`src/rtl/bus_fifo.sv`:
```
// 16-deep first-word-fall-through FIFO with sticky overflow/underflow flags.
// Storage is unreset distributed RAM; all control state resets asynchronously.
module bus_fifo #(
  parameter int WIDTH       = 8,
  parameter int ALMOST_FULL = 12
) (
  input  logic             clk,
  input  logic             nReset,
  input  logic             clear,
  input  logic             errClear,
  input  logic             wrEn,
  input  logic [WIDTH-1:0] wrData,
  input  logic             rdEn,
  output logic [WIDTH-1:0] rdData,
  output logic [4:0]       level,
  output logic             empty,
  output logic             full,
  output logic             almostFull,
  output logic             overflow,
  output logic             underflow
);

  logic [WIDTH-1:0] mem [16];
  logic [3:0]       wr_ptr;
  logic [3:0]       rd_ptr;
  logic [4:0]       level_q;
  logic             wr_ok;
  logic             rd_ok;
  logic             wr_reject;
  logic             rd_reject;

  assign empty      = (level_q == 5'd0);
  assign full       = (level_q == 5'd16);
  assign almostFull = (level_q >= 5'(ALMOST_FULL));
  assign level      = level_q;

  // clear masks both requests, so a flush cycle neither stores nor flags anything
  assign wr_ok     = wrEn && !full  && !clear;
  assign rd_ok     = rdEn && !empty && !clear;
  assign wr_reject = wrEn && full   && !clear;
  assign rd_reject = rdEn && empty  && !clear;

  always_ff @(posedge clk) begin
    if (wr_ok)
      mem[wr_ptr] <= wrData;
  end

  assign rdData = mem[rd_ptr];

  always_ff @(posedge clk or negedge nReset) begin
    if (!nReset) begin
      wr_ptr    <= 4'd0;
      rd_ptr    <= 4'd0;
      level_q   <= 5'd0;
      overflow  <= 1'b0;
      underflow <= 1'b0;
    end else if (clear) begin
      wr_ptr    <= 4'd0;
      rd_ptr    <= 4'd0;
      level_q   <= 5'd0;
      overflow  <= 1'b0;
      underflow <= 1'b0;
    end else begin
      if (wr_ok)
        wr_ptr <= wr_ptr + 4'd1;
      if (rd_ok)
        rd_ptr <= rd_ptr + 4'd1;
      case ({wr_ok, rd_ok})
        2'b10:   level_q <= level_q + 5'd1;
        2'b01:   level_q <= level_q - 5'd1;
        default: level_q <= level_q;
      endcase
      // a rejection in the same cycle as errClear keeps the flag set
      overflow  <= wr_reject || (overflow  && !errClear);
      underflow <= rd_reject || (underflow && !errClear);
    end
  end

endmodule

```
`config.mk`:
```
export PLATFORM = sky130hd
export DESIGN_NAME = bus_fifo
export DESIGN_NICKNAME = d
export VERILOG_FILES = /design/src/rtl/bus_fifo.sv
export SDC_FILE = /design/constraint.sdc
export NUM_CORES = 1
export LEC_CHECK = 0
export BUFFER_PORTS_ARGS = -buffer_cell sky130_fd_sc_hd__buf_4
export CAP_MARGIN = 20
export CORE_MARGIN = 5
export CORE_UTILIZATION = 44
export CTS_CLUSTER_DIAMETER = 150
export DETAILED_ROUTE_END_ITERATION = 6
export PLACE_DENSITY = 0.72
export SYNTH_ARGS = -nofsm -noshare
export SYNTH_HDL_FRONTEND = slang
export SYNTH_SLANG_ARGS = --single-unit
```
`constraint.sdc`:
```
create_clock -name clk -period 4.1 [get_ports clk]
set_input_delay 0.205 -clock clk [delete_from_list [all_inputs] [get_ports clk]]
set_output_delay 0.205 -clock clk [all_outputs]
set_load 0.02 [all_outputs]
```
==> results of run 1 <==
-- power groups by stage --
stage | sequential (mW) | clock (mW) | combinational [mW]
6_report | 1.71 | 1.59 | 0.726
5_1_grt | 1.72 | 1.68 | 0.789
4_1_cts | 1.71 | 1.61 | 0.735
3_5_place_dp | 1.74 | 0 | 0.732
3_3_place_gp | 1.73 | 0 | 0.723
2_1_floorplan | 1.71 | 0 | 0.546
-- layer usage --
| metal | wire length [microns] | vias up | track usage (%) | part of all wire, % |
|---|---|---|---|---|
| met1 | 4890 | 1639 | 20.1 | 43 |
| li1 | - | 1486 | - | - |
| met5 | 0 | - | 0 | 0 |
| met4 | 120 | 0 | 4.48 | 1.1 |
| met3 | 600 | 13 | 4.78 | 5.3 |
| met2 | 5650 | 93 | 23.9 | 50 |
-- flip-flops by register name, indices dropped and copies added (netlist names) --
name	count
mem	128
level	5
wr_ptr	4
underflow	1
rd_ptr	4
overflow	1
-- metrics by stage --
step	hold slack, ns	setup WS, ns
after floorplan	-0.0906	1.36
after global placement	0.0687	1.35
after detailed placement	0.0700	1.21
after CTS	0.0933	1.20
after global routing	0.108	0.982
final	0.100	1.18
-- layout make-up --
| class | count | area [sq um] | share of cell area [%] |
|---|---|---|---|
| clock inverters | 13 | 185 | 2.65 |
| flip-flops and latches | 143 | 4220 | 60.5 |
| multi-input cells | 199 | 1630 | 23.3 |
| inverters | 4 | 15.0 | 0.215 |
| clock buffers | 19 | 433 | 6.21 |
| well taps | 176 | 220 | 3.16 |
| repair buffers | 35 | 278 | 3.98 |
-- worst max-delay path: cells and delay by family (launching register included) --
kind                       cells  cell delay, ns
AOI/OAI and AO/OA              2            0.29
xor gates and xnor gates       1            0.13
adders and majority gates      1            0.25
DFF                            1            0.49
muxes                          2            0.55
and+or+nand+nor                3            1.12
-- cell usage in the layout (no fill, tap or decap), drive strengths merged, types with 2 or more instances in the layout --
cell type and n:
nor2b 4, o211ai 2, edfxtp 128, or3 3
nand4 3, a22oi 8, a221oi 8, mux2i 28
clkinv 6, bufinv 4, a31o 2, xor2 8
nor2 35, mux4 16, inv 6, buf 34
a21oi 14, clkbuf 19, ha 7, mux2 8
o21ai 17, dfrtp 15, nand2 21, nand3b 2
nand3 4
-- timing repair --
action                    CTS  global route
hold buffers                1             0
hold endpoints to repair   15             0
setup buffers               0             0
-- path summary, 6_finish.rpt --
check	startpoint	to	slack, ns	cells after the start
max	level[1]$_DFFE_PN0P_	level[4]$_DFFE_PN0P_	1.18	9
min	wrData[1]	mem[2][1]$_DFFE_PP_	0.10	1
max reg2reg	level[1]$_DFFE_PN0P_	level[4]$_DFFE_PN0P_	1.18	9
min reg2reg	wr_ptr[3]$_DFFE_PN0P_	wr_ptr[3]$_DFFE_PN0P_	0.62	2
max in group asynchronous	nReset	rd_ptr[0]$_DFFE_PN0P_	3.72	2
min in group asynchronous	nReset	wr_ptr[1]$_DFFE_PN0P_	0.18	2
-- cell families after synthesis --
group / count (synthesis)
flops: 143
simple gates: 77
compound gates: 54
mux: 52
buf+inv: 22
xor+xnor: 9
fa+ha+maj: 7
==> results by group, run 1 <==
Outcome
  – Status: finished clean

Timing
  – RSZ-0062 raised after global routing: no
  – Final hold violation count: 0
  – Final min period: 2.92 ns
  – Worst-Margin Slew: 0.867 ns
  – Worst Clk Skew: 0.00673 ns
  – Fin crit share: 71.2%
  – Count of pins over their slew limit: 0
  – FMAX: 342 MHz
  – Final setup fails: 0
  – Slew headroom: 42.0%
  – Total negative slack: 0 ns

Global route
  – First-pass GRT wire length: 18.5 mm
  – Largest net degree at the start of global routing: 31
  – Number of global-route vias before repair: 3334
  – GRT Residual Overflow: 0
  – GRT Util Overall: 15.1%
  – Initial antenna violation count: 0

Floorplanning
  – # IOs: 32
  – FP Rows: 42
  – Starting Density: 44.9%
  – DIE WIDTH: 126 microns
  – Core ar.: 13200 sq um
  – Die height: 126 microns
  – Die area: 15900 sq um

CTS
  – Reg clk slew, reported paths: 0.06 ns
  – Clock Tree Buf Depth: 2
  – Root Driver: clkbuf_16
  – TritonCTS clock tree: done
  – CTS Buf Count: 17
  – Clock Latency Late Sink: 0.41 ns
  – # H-tree levels: 4
  – CTS sink cnt: 143
  – # resized after CTS: 0

Placed design
  – Placed insts: 556
  – Post-detail-place hpwl: 7.32 mm
  – I/O Buffers: 31
  – Placed Instance Area: 6350 sq um
  – Gp weighted congestion: 0.820

Synthesis
  – Synth area leader: edfxtp_1
  – Post-synthesis cell type count: 39
  – Synth area leaders: edfxtp_1, dfrtp_1, mux4_2
  – Main combinational cell family by area after synthesis: multiplexers
  – Top_reg_cell synth: edfxtp_1
  – Seq/Total Area, Yosys: 71.0%
  – Synth Area in Adders: 1.47%
  – Synth Area in Simple Gates: 6.21%
  – XOR/XNOR Fraction of Synth Area: 1.33%
  – Synth top area share: 64.7%
  – Top cells by instance count after synthesis: edfxtp_1, nor2_1, mux2i_1
  – Compound-cell area share of the yosys netlist: 6.04%
  – Syn. warnings: 0
  – Mapped Cells: 364
  – Syn Nets: 385
  – Mux cell area share after synthesis: 12.3%
  – Flops & latches, synth: 143
  – Post-synth EDFFs: 128
  – Syn Area/Cell: 16.3 sq um
  – Post-Syn Area: 5940 sq um
  – Ys async rst share: 10.5%
  – Count leader, synth: edfxtp_1

Worst setup path
  – Critical Path AT: 3.26 ns
  – Critical path endpoint category: register
  – WP data required: 4.44 ns
  – Slowest-stage cell, CP: dfrtp_1
  – Setup Crit Path Kind: reg -> reg
  – Critical-path cell list: nor4_4 > mux2i_1 > xor2_1 > ha_1 > or3_1 > a21oi_1 > mux2i_1 > or3_1 > a21oi_1
  – Setup crit start kind: register
  – CP Max Fanout: 9
  – CP peak stage delay: 0.49 ns

Routing
  – Post-route DRC: 0
  – Routed WL: 11.3 mm
  – Initial DRC Count: 280
  – DRT Pass-1 Iters: 5
  – Routed vias: 3231
  – Routed Antenna Nets: 0
  – Vias per cell: 5.49
  – DR WL/cell: 19.1 microns

Final layout
  – Final Non-Filler Cells: 589
  – Fill count: 1051
  – Nets: 421
  – ANT cells: 0
  – Area grow syn2layout: 17.4%
  – Design area: 6980 sq um
  – Fin util: 52.7%
  – Share of layout cells above drive strength 1: 21.3%

Power and ir drop
  – VDD IR max: 375 uV
  – Clk pwr share: 39.5%
  – Leak: 2.38 nW
  – NetSw: 1.04 mW
  – Switching Share: 25.8%
  – Logic pwr share: 18.0%
  – PD cells: 577 nW/um^2
  – Flop pwr share: 42.5%
  – Total power: 4.03 mW
  – Internal power: 2.99 mW

Min path
  – HP Class: in -> reg

Job
  – Maxcap violations: 0
Power figures use the tool's default switching activity.
==> inputs of run 2 (changes only) <==
==> constraint.sdc (replaced) <==
create_clock -name clk -period 2.8 [get_ports clk]
set_input_delay 0.14 -clock clk [delete_from_list [all_inputs] [get_ports clk]]
set_output_delay 0.14 -clock clk [all_outputs]
set_load 0.02 [all_outputs]
==> run 2 against run 1 <==
  * Global-route usage decreased by 0.13 points
  * Utilization increased by 0.97 points
  * Sequential power is 45% higher
  * Register-to-register slack got worse by 0.93 ns
  * Non-clock buffer count up 22
  * Critical path depth stayed put
  * Cell area rose by 1.8%
  * Clock power increased by 34%
==> results by group, run 2 (synthesized netlist as in run 1, its figures left out) <==
Routing
  – Routed WL: 11.4 mm
  – Initial DRC Count: 214
  – Post-route DRC: 0
  – Routed vias: 3265
  – DR WL/cell: 18.6 microns
  – Routed Antenna Nets: 0
  – Vias per cell: 5.34
  – DRT Pass-1 Iters: 5

CTS
  – Clock Tree Buf Depth: 2
  – Root Driver: clkbuf_16
  – CTS Buf Count: 17
  – Reg clk slew, reported paths: 0.06 ns
  – # H-tree levels: 4
  – CTS sink cnt: 143
  – Clock Latency Late Sink: 0.41 ns
  – TritonCTS clock tree: done

Final layout
  – Nets: 443
  – Largest register FFs: 128
  – Area grow syn2layout: 19.6%
  – Most common cell after layout, fill and taps aside: edfxtp_1
  – ANT cells: 0
  – Design area: 7110 sq um
  – Most frequent cells in the layout: edfxtp_1, buf_4, nor2_1
  – Largest Register: mem
  – Fill count: 1048
  – Share of layout cells above drive strength 1: 25.1%
  – Fin util: 53.7%

Global route
  – Number of global-route vias before repair: 3210
  – Largest net degree at the start of global routing: 23
  – Initial antenna violation count: 0
  – First-pass GRT wire length: 18.1 mm
  – GRT Residual Overflow: 0
  – GRT Util Overall: 15.0%

Worst setup path
  – WP data required: 3.13 ns
  – Flop-to-flop setup slack: 0.25 ns
  – WP buf/inv: 0
  – Worst r2r src: level[3]$_DFFE_PN0P_
  – Setup crit start kind: register
  – Worst reg-to-reg path cell count: 9
  – CP peak stage delay: 0.47 ns
  – Critical path's top delay family: simple AND/OR/NAND/NOR gates
  – Setup Crit Path Kind: reg -> reg
  – Critical path endpoint category: register
  – Critical-path cell list: nor4_4 > mux2i_1 > xor2_1 > ha_1 > or3_1 > a21oi_1 > mux2i_1 > or3_1 > a21oi_1
  – Critical Path AT: 2.89 ns
  – R2R Path End: level[4]$_DFFE_PN0P_
  – Slowest-stage cell, CP: dfrtp_1
  – CP Max Fanout: 6

Power and ir drop
  – VDD IR max: 554 uV
  – PD cells: 813 nW/um^2
  – Leak: 2.48 nW

Floorplanning
  – Die area: 15900 sq um
  – DIE WIDTH: 126 microns
  – Core ar.: 13200 sq um
  – FP Rows: 42
  – # IOs: 32
  – Starting Density: 44.9%
  – Die height: 126 microns

Outcome
  – Status: finished clean

Timing
  – RSZ-0062 raised after global routing: no
  – Worst-Margin Slew: 0.745 ns
  – Final hold violation count: 0
  – Final min period: 2.55 ns
  – Final setup fails: 0
  – Fin crit share: 91.2%
  – Slew headroom: 50.1%
  – Count of pins over their slew limit: 0
  – Worst Clk Skew: 0.00735 ns
  – Total negative slack: 0 ns
  – FMAX: 392 MHz

Placed design
  – I/O Buffers: 31
  – Placed Instance Area: 6520 sq um
  – Gp weighted congestion: 0.807
  – Post-detail-place hpwl: 7.39 mm

Min path
  – Worst hold start: wrData[0]
  – Worst Hold Depth: 1
  – Hold Path End: mem[10][0]$_DFFE_PP_
  – HP Class: in -> reg

Job
  – Maxcap violations: 0
==> run 2: report_power, final <==
group	switching (mW)	internal [mW]
sequential	0.103	2.38
clock	0.822	1.31
combinational	0.603	0.565
==> run 2: worst reg2reg max path, stage by stage (launching register included) <==
cell and delay, ns:
dfrtp_1 0.47, nor4_4 0.29, mux2i_1 0.31, xor2_1 0.13, ha_1 0.24, or3_1 0.32, a21oi_1 0.18, mux2i_1 0.10
or3_1 0.31, a21oi_1 0.14
==> run 2: repair_timing <==
item / CTS / global route
endpoints found under the hold margin: 15 / 0
setup endpoints to repair: 0 / 1
resized for setup: 0 / 0
buffers inserted: 0 / 1
hold buffers: 1 / 0
==> run 2: per-stage QoR <==
step	instances	hold slack, ns	worst slack, ns	total power [mW]
finish	611	0.0432	0.246	5.78
global route	611	0.0446	0.0515	6.03
CTS	610	0.0256	0.0248	5.81
detailed placement	577	0.0108	0.0546	3.67
global placement	577	0.0112	0.219	3.65
floorplan	364	-0.156	0.0577	3.30
==> run 2: metal layers <==
layer	wire (microns)	track usage (%)	vias to the layer above
li1	-	-	1535
met1	4840	20.4	1601
met2	5720	24.5	118
met3	686	3.22	11
met4	103	4.29	0
met5	0	0	-
==> run 2: final cells by class <==
type / instances / area [sq um] / area share, %
Multi-Input combinational cell: 199 / 1630 / 22.9
Tap cell: 176 / 220 / 3.10
Clock buffer: 18 / 429 / 6.04
Sequential cell: 143 / 4220 / 59.4
Inverter: 4 / 15.0 / 0.211
Timing Repair Buffer: 57 / 455 / 6.41
Clock inverter: 14 / 140 / 1.97
==> run 2: worst max path at each step <==
stage | startpoint | end | slack (ns) | cells after the start
global placement | level[0]$_DFFE_PN0P_ | level[4]$_DFFE_PN0P_ | 0.22 | 9
global route | rd_ptr[0]$_DFFE_PN0P_ | rdData[6] | 0.05 | 7
finish | level[3]$_DFFE_PN0P_ | level[4]$_DFFE_PN0P_ | 0.25 | 9
floorplan | level[1]$_DFFE_PN0P_ | level[4]$_DFFE_PN0P_ | 0.06 | 10
CTS | level[0]$_DFFE_PN0P_ | level[4]$_DFFE_PN0P_ | 0.02 | 9
detailed placement | level[0]$_DFFE_PN0P_ | level[4]$_DFFE_PN0P_ | 0.05 | 9
==> inputs of run 3 (changes only) <==
--- a/config.mk
+++ b/config.mk
@@ -5,6 +5,7 @@
 export SDC_FILE = /design/constraint.sdc
 export NUM_CORES = 1
 export LEC_CHECK = 0
+export ABC_AREA = 1
 export BUFFER_PORTS_ARGS = -buffer_cell sky130_fd_sc_hd__buf_4
 export CAP_MARGIN = 20
 export CORE_MARGIN = 5
==> run 3 against run 2 <==
  * Wire length up 25%
  * Sequential power about the same
  * Count of clock-buffer cells in the layout down 1
  * Power up 7.2%
  * Clock skew about the same
  * Highest routed layer unchanged
  * Worst setup slack better by 0.026 ns
  * Largest cell class unchanged
  * Flip-flop and latch count unchanged
  * First-iteration DRC count rose to 2.6 times the previous value
  * Non-clock buffer count down 4
  * Register-to-register slack better by 0.47 ns
==> results by group, run 3 <==
Outcome
  – Status: finished clean

Final layout
  – Largest Register: mem
  – Area grow syn2layout: 19.1%
  – Fill count: 1086
  – Nets: 564
  – Share of layout cells above drive strength 1: 18.0%
  – Most frequent cells in the layout: edfxtp_1, nand2_1, nor2_1
  – Most common cell after layout, fill and taps aside: edfxtp_1
  – ANT cells: 0
  – Largest register FFs: 128

Timing
  – Total negative slack: 0 ns
  – Final hold violation count: 0
  – Slew headroom: 40.1%
  – RSZ-0062 raised after global routing: no
  – Worst-Margin Slew: 0.896 ns
  – Count of pins over their slew limit: 0
  – Setup WS post-layout: 0.272 ns
  – FMAX: 396 MHz
  – Worst Clk Skew: 0.00746 ns
  – Final setup fails: 0
  – Fin crit share: 90.3%
  – Final min period: 2.53 ns

CTS
  – Post-CTS Setup Inserts: 0
  – Reg clk slew, reported paths: 0.06 ns
  – TritonCTS clock tree: done
  – Root Driver: clkbuf_16
  – Clock Latency Late Sink: 0.42 ns
  – # H-tree levels: 4
  – Clock Tree Buf Depth: 2
  – CTS Buf Count: 17
  – CTS sink cnt: 143

Min path
  – HP Class: in -> reg

Synthesis
  – Syn Area/Cell: 12.1 sq um
  – Top_reg_cell synth: edfxtp_1
  – Post-Syn Area: 5960 sq um
  – Post-synthesis cell type count: 32
  – Top cells by instance count after synthesis: edfxtp_1, nand2_1, nor2_1
  – Syn Nets: 513
  – Mapped Cells: 492
  – Synth area leaders: edfxtp_1, dfrtp_1, nand2_1
  – Ys async rst share: 10.5%
  – Flops & latches, synth: 143
  – Count leader, synth: edfxtp_1
  – Post-synth EDFFs: 128
  – Synth top area share: 64.5%
  – Synth area leader: edfxtp_1
  – Syn. warnings: 0
  – Seq/Total Area, Yosys: 70.8%

Worst setup path
  – Worst r2r src: level[2]$_DFFE_PN0P_
  – Critical Path Start: rd_ptr[2]$_DFFE_PN0P_
  – WP depth: 8
  – CP Max Fanout: 12
  – Setup crit start kind: register
  – Flop-to-flop setup slack: 0.72 ns
  – CP endpoint: rdData[3]
  – Worst reg-to-reg path cell count: 14
  – WP data required: 2.66 ns
  – WP buf/inv: 3
  – R2R Path End: level[4]$_DFFE_PN0P_
  – CP peak stage delay: 0.64 ns
  – Critical path endpoint category: output pin
  – Cell mode on critical path: inv_2
  – Slowest-stage cell, CP: dfrtp_1
  – Critical Path AT: 2.39 ns
  – Critical-path cell list: inv_2 > nor2_2 > inv_2 > a21oi_1 > a221oi_1 > o21ai_1 > nand2_1 > buf_4
  – Setup Crit Path Kind: reg -> out
  – Critical path's top delay family: flip-flops

Global route
  – GRT Residual Overflow: 0
  – First-pass GRT wire length: 22.4 mm
  – Initial antenna violation count: 0
  – Number of global-route vias before repair: 4099
  – GRT Util Overall: 18.4%
  – Largest net degree at the start of global routing: 38

Routing
  – DR WL/cell: 19.4 microns
  – Routed Antenna Nets: 0
  – Post-route DRC: 0
  – DRT Pass-1 Iters: 5
  – Routed vias: 4067
  – Routed WL: 14.2 mm
  – Initial DRC Count: 565
  – Vias per cell: 5.56

Floorplanning
  – Core ar.: 13200 sq um
  – # IOs: 32
  – FP Rows: 42
  – Die height: 126 microns
  – Die area: 16000 sq um
  – DIE WIDTH: 126 microns
  – Starting Density: 45.0%

Placed design
  – I/O Buffers: 31
  – Pre-CTS setup slack: 0.559 ns
  – Gp weighted congestion: 0.797
  – Post-detail-place hpwl: 8.95 mm

Power and ir drop
  – Internal power: 4.26 mW
  – NetSw: 1.93 mW
  – Switching Share: 31.2%
  – Flop pwr share: 40.5%
  – Clk pwr share: 36.3%
  – Leak: 2.62 nW
  – VDD IR max: 591 uV
  – PD cells: 874 nW/um^2
  – Logic pwr share: 23.1%

Job
  – Maxcap violations: 0
run 3: layout make-up:
type | count | area (sq um) | area share, %
clock buffer | 17 | 425 | 6.00
clock inverter | 15 | 169 | 2.38
inverter | 24 | 92.6 | 1.31
multi-input combinational | 304 | 1550 | 21.9
sequential | 143 | 4220 | 59.5
tap | 176 | 220 | 3.11
timing repair buffer | 53 | 410 | 5.79
run 3: how the worst min path moves through the flow:
| stage | start | to | slack [ns] | cells past startpoint |
|---|---|---|---|---|
| 5_1_grt | wrData[0] | mem[8][0]$_DFFE_PP_ | 0.05 | 1 |
| 6_report | wrData[0] | mem[1][0]$_DFFE_PP_ | 0.05 | 1 |
| 2_1_floorplan | nReset | level[0]$_DFFE_PN0P_ | -0.16 | 0 |
| 3_3_place_gp | nReset | level[4]$_DFFE_PN0P_ | 0.01 | 1 |
| 3_5_place_dp | nReset | level[3]$_DFFE_PN0P_ | 0.01 | 1 |
| 4_1_cts | wrData[5] | mem[4][5]$_DFFE_PP_ | 0.04 | 1 |
run 3: repair_timing:
| action | in CTS | in global routing |
|---|---|---|
| hold endpoints to repair | 17 | 0 |
| hold buffers | 5 | 0 |
| resized for setup | 0 | 1 |
| setup endpoints to repair | 0 | 5 |
run 3: kinds of logic (layout without fill, tap and decap cells):
| kind of cell | after synthesis | after routing | share of synthesized area (%) |
|---|---|---|---|
| AO/OA/AOI/OAI | 113 | 113 | 10.9 |
| XOR/XNOR | 1 | 1 | 0.147 |
| buffers and inverters | 45 | 109 | 3.13 |
| adder cells (fa/ha/maj) | 7 | 7 | 1.47 |
| AND/OR/NAND/NOR | 183 | 183 | 13.5 |
| flip-flops | 143 | 143 | 70.8 |
run 3: stage by stage:
step | hold WS, ns | instance area (sq um) | util [%] | instances | total power, mW
after global placement | 0.0124 | 6440 | 48.7 | 695 | 3.92
after floorplan | -0.156 | 5960 | - | 492 | 3.44
final | 0.0464 | 7090 | 53.5 | 732 | 6.20
after global routing | 0.0506 | 7090 | 53.5 | 732 | 6.47
after CTS | 0.0372 | 7090 | 53.5 | 732 | 6.22
after detailed placement | 0.0120 | 6440 | 48.7 | 695 | 3.96
run 3: power groups by stage:
stage | Clock (mW) | Sequential, mW | Combinational, mW
2_1_floorplan | 0 | 2.53 | 0.913
3_3_place_gp | 0 | 2.54 | 1.38
3_5_place_dp | 0 | 2.55 | 1.41
4_1_cts | 2.27 | 2.51 | 1.44
5_1_grt | 2.37 | 2.52 | 1.57
6_report | 2.25 | 2.51 | 1.43
run 3: per-layer routing:
metal	wire length, microns	vias to the layer above	global-route usage [%]
met5	0	-	0
met4	371	0	7.13
met3	1280	23	5.80
met2	6840	183	29.2
met1	5680	1976	23.8
li1	-	1885	-
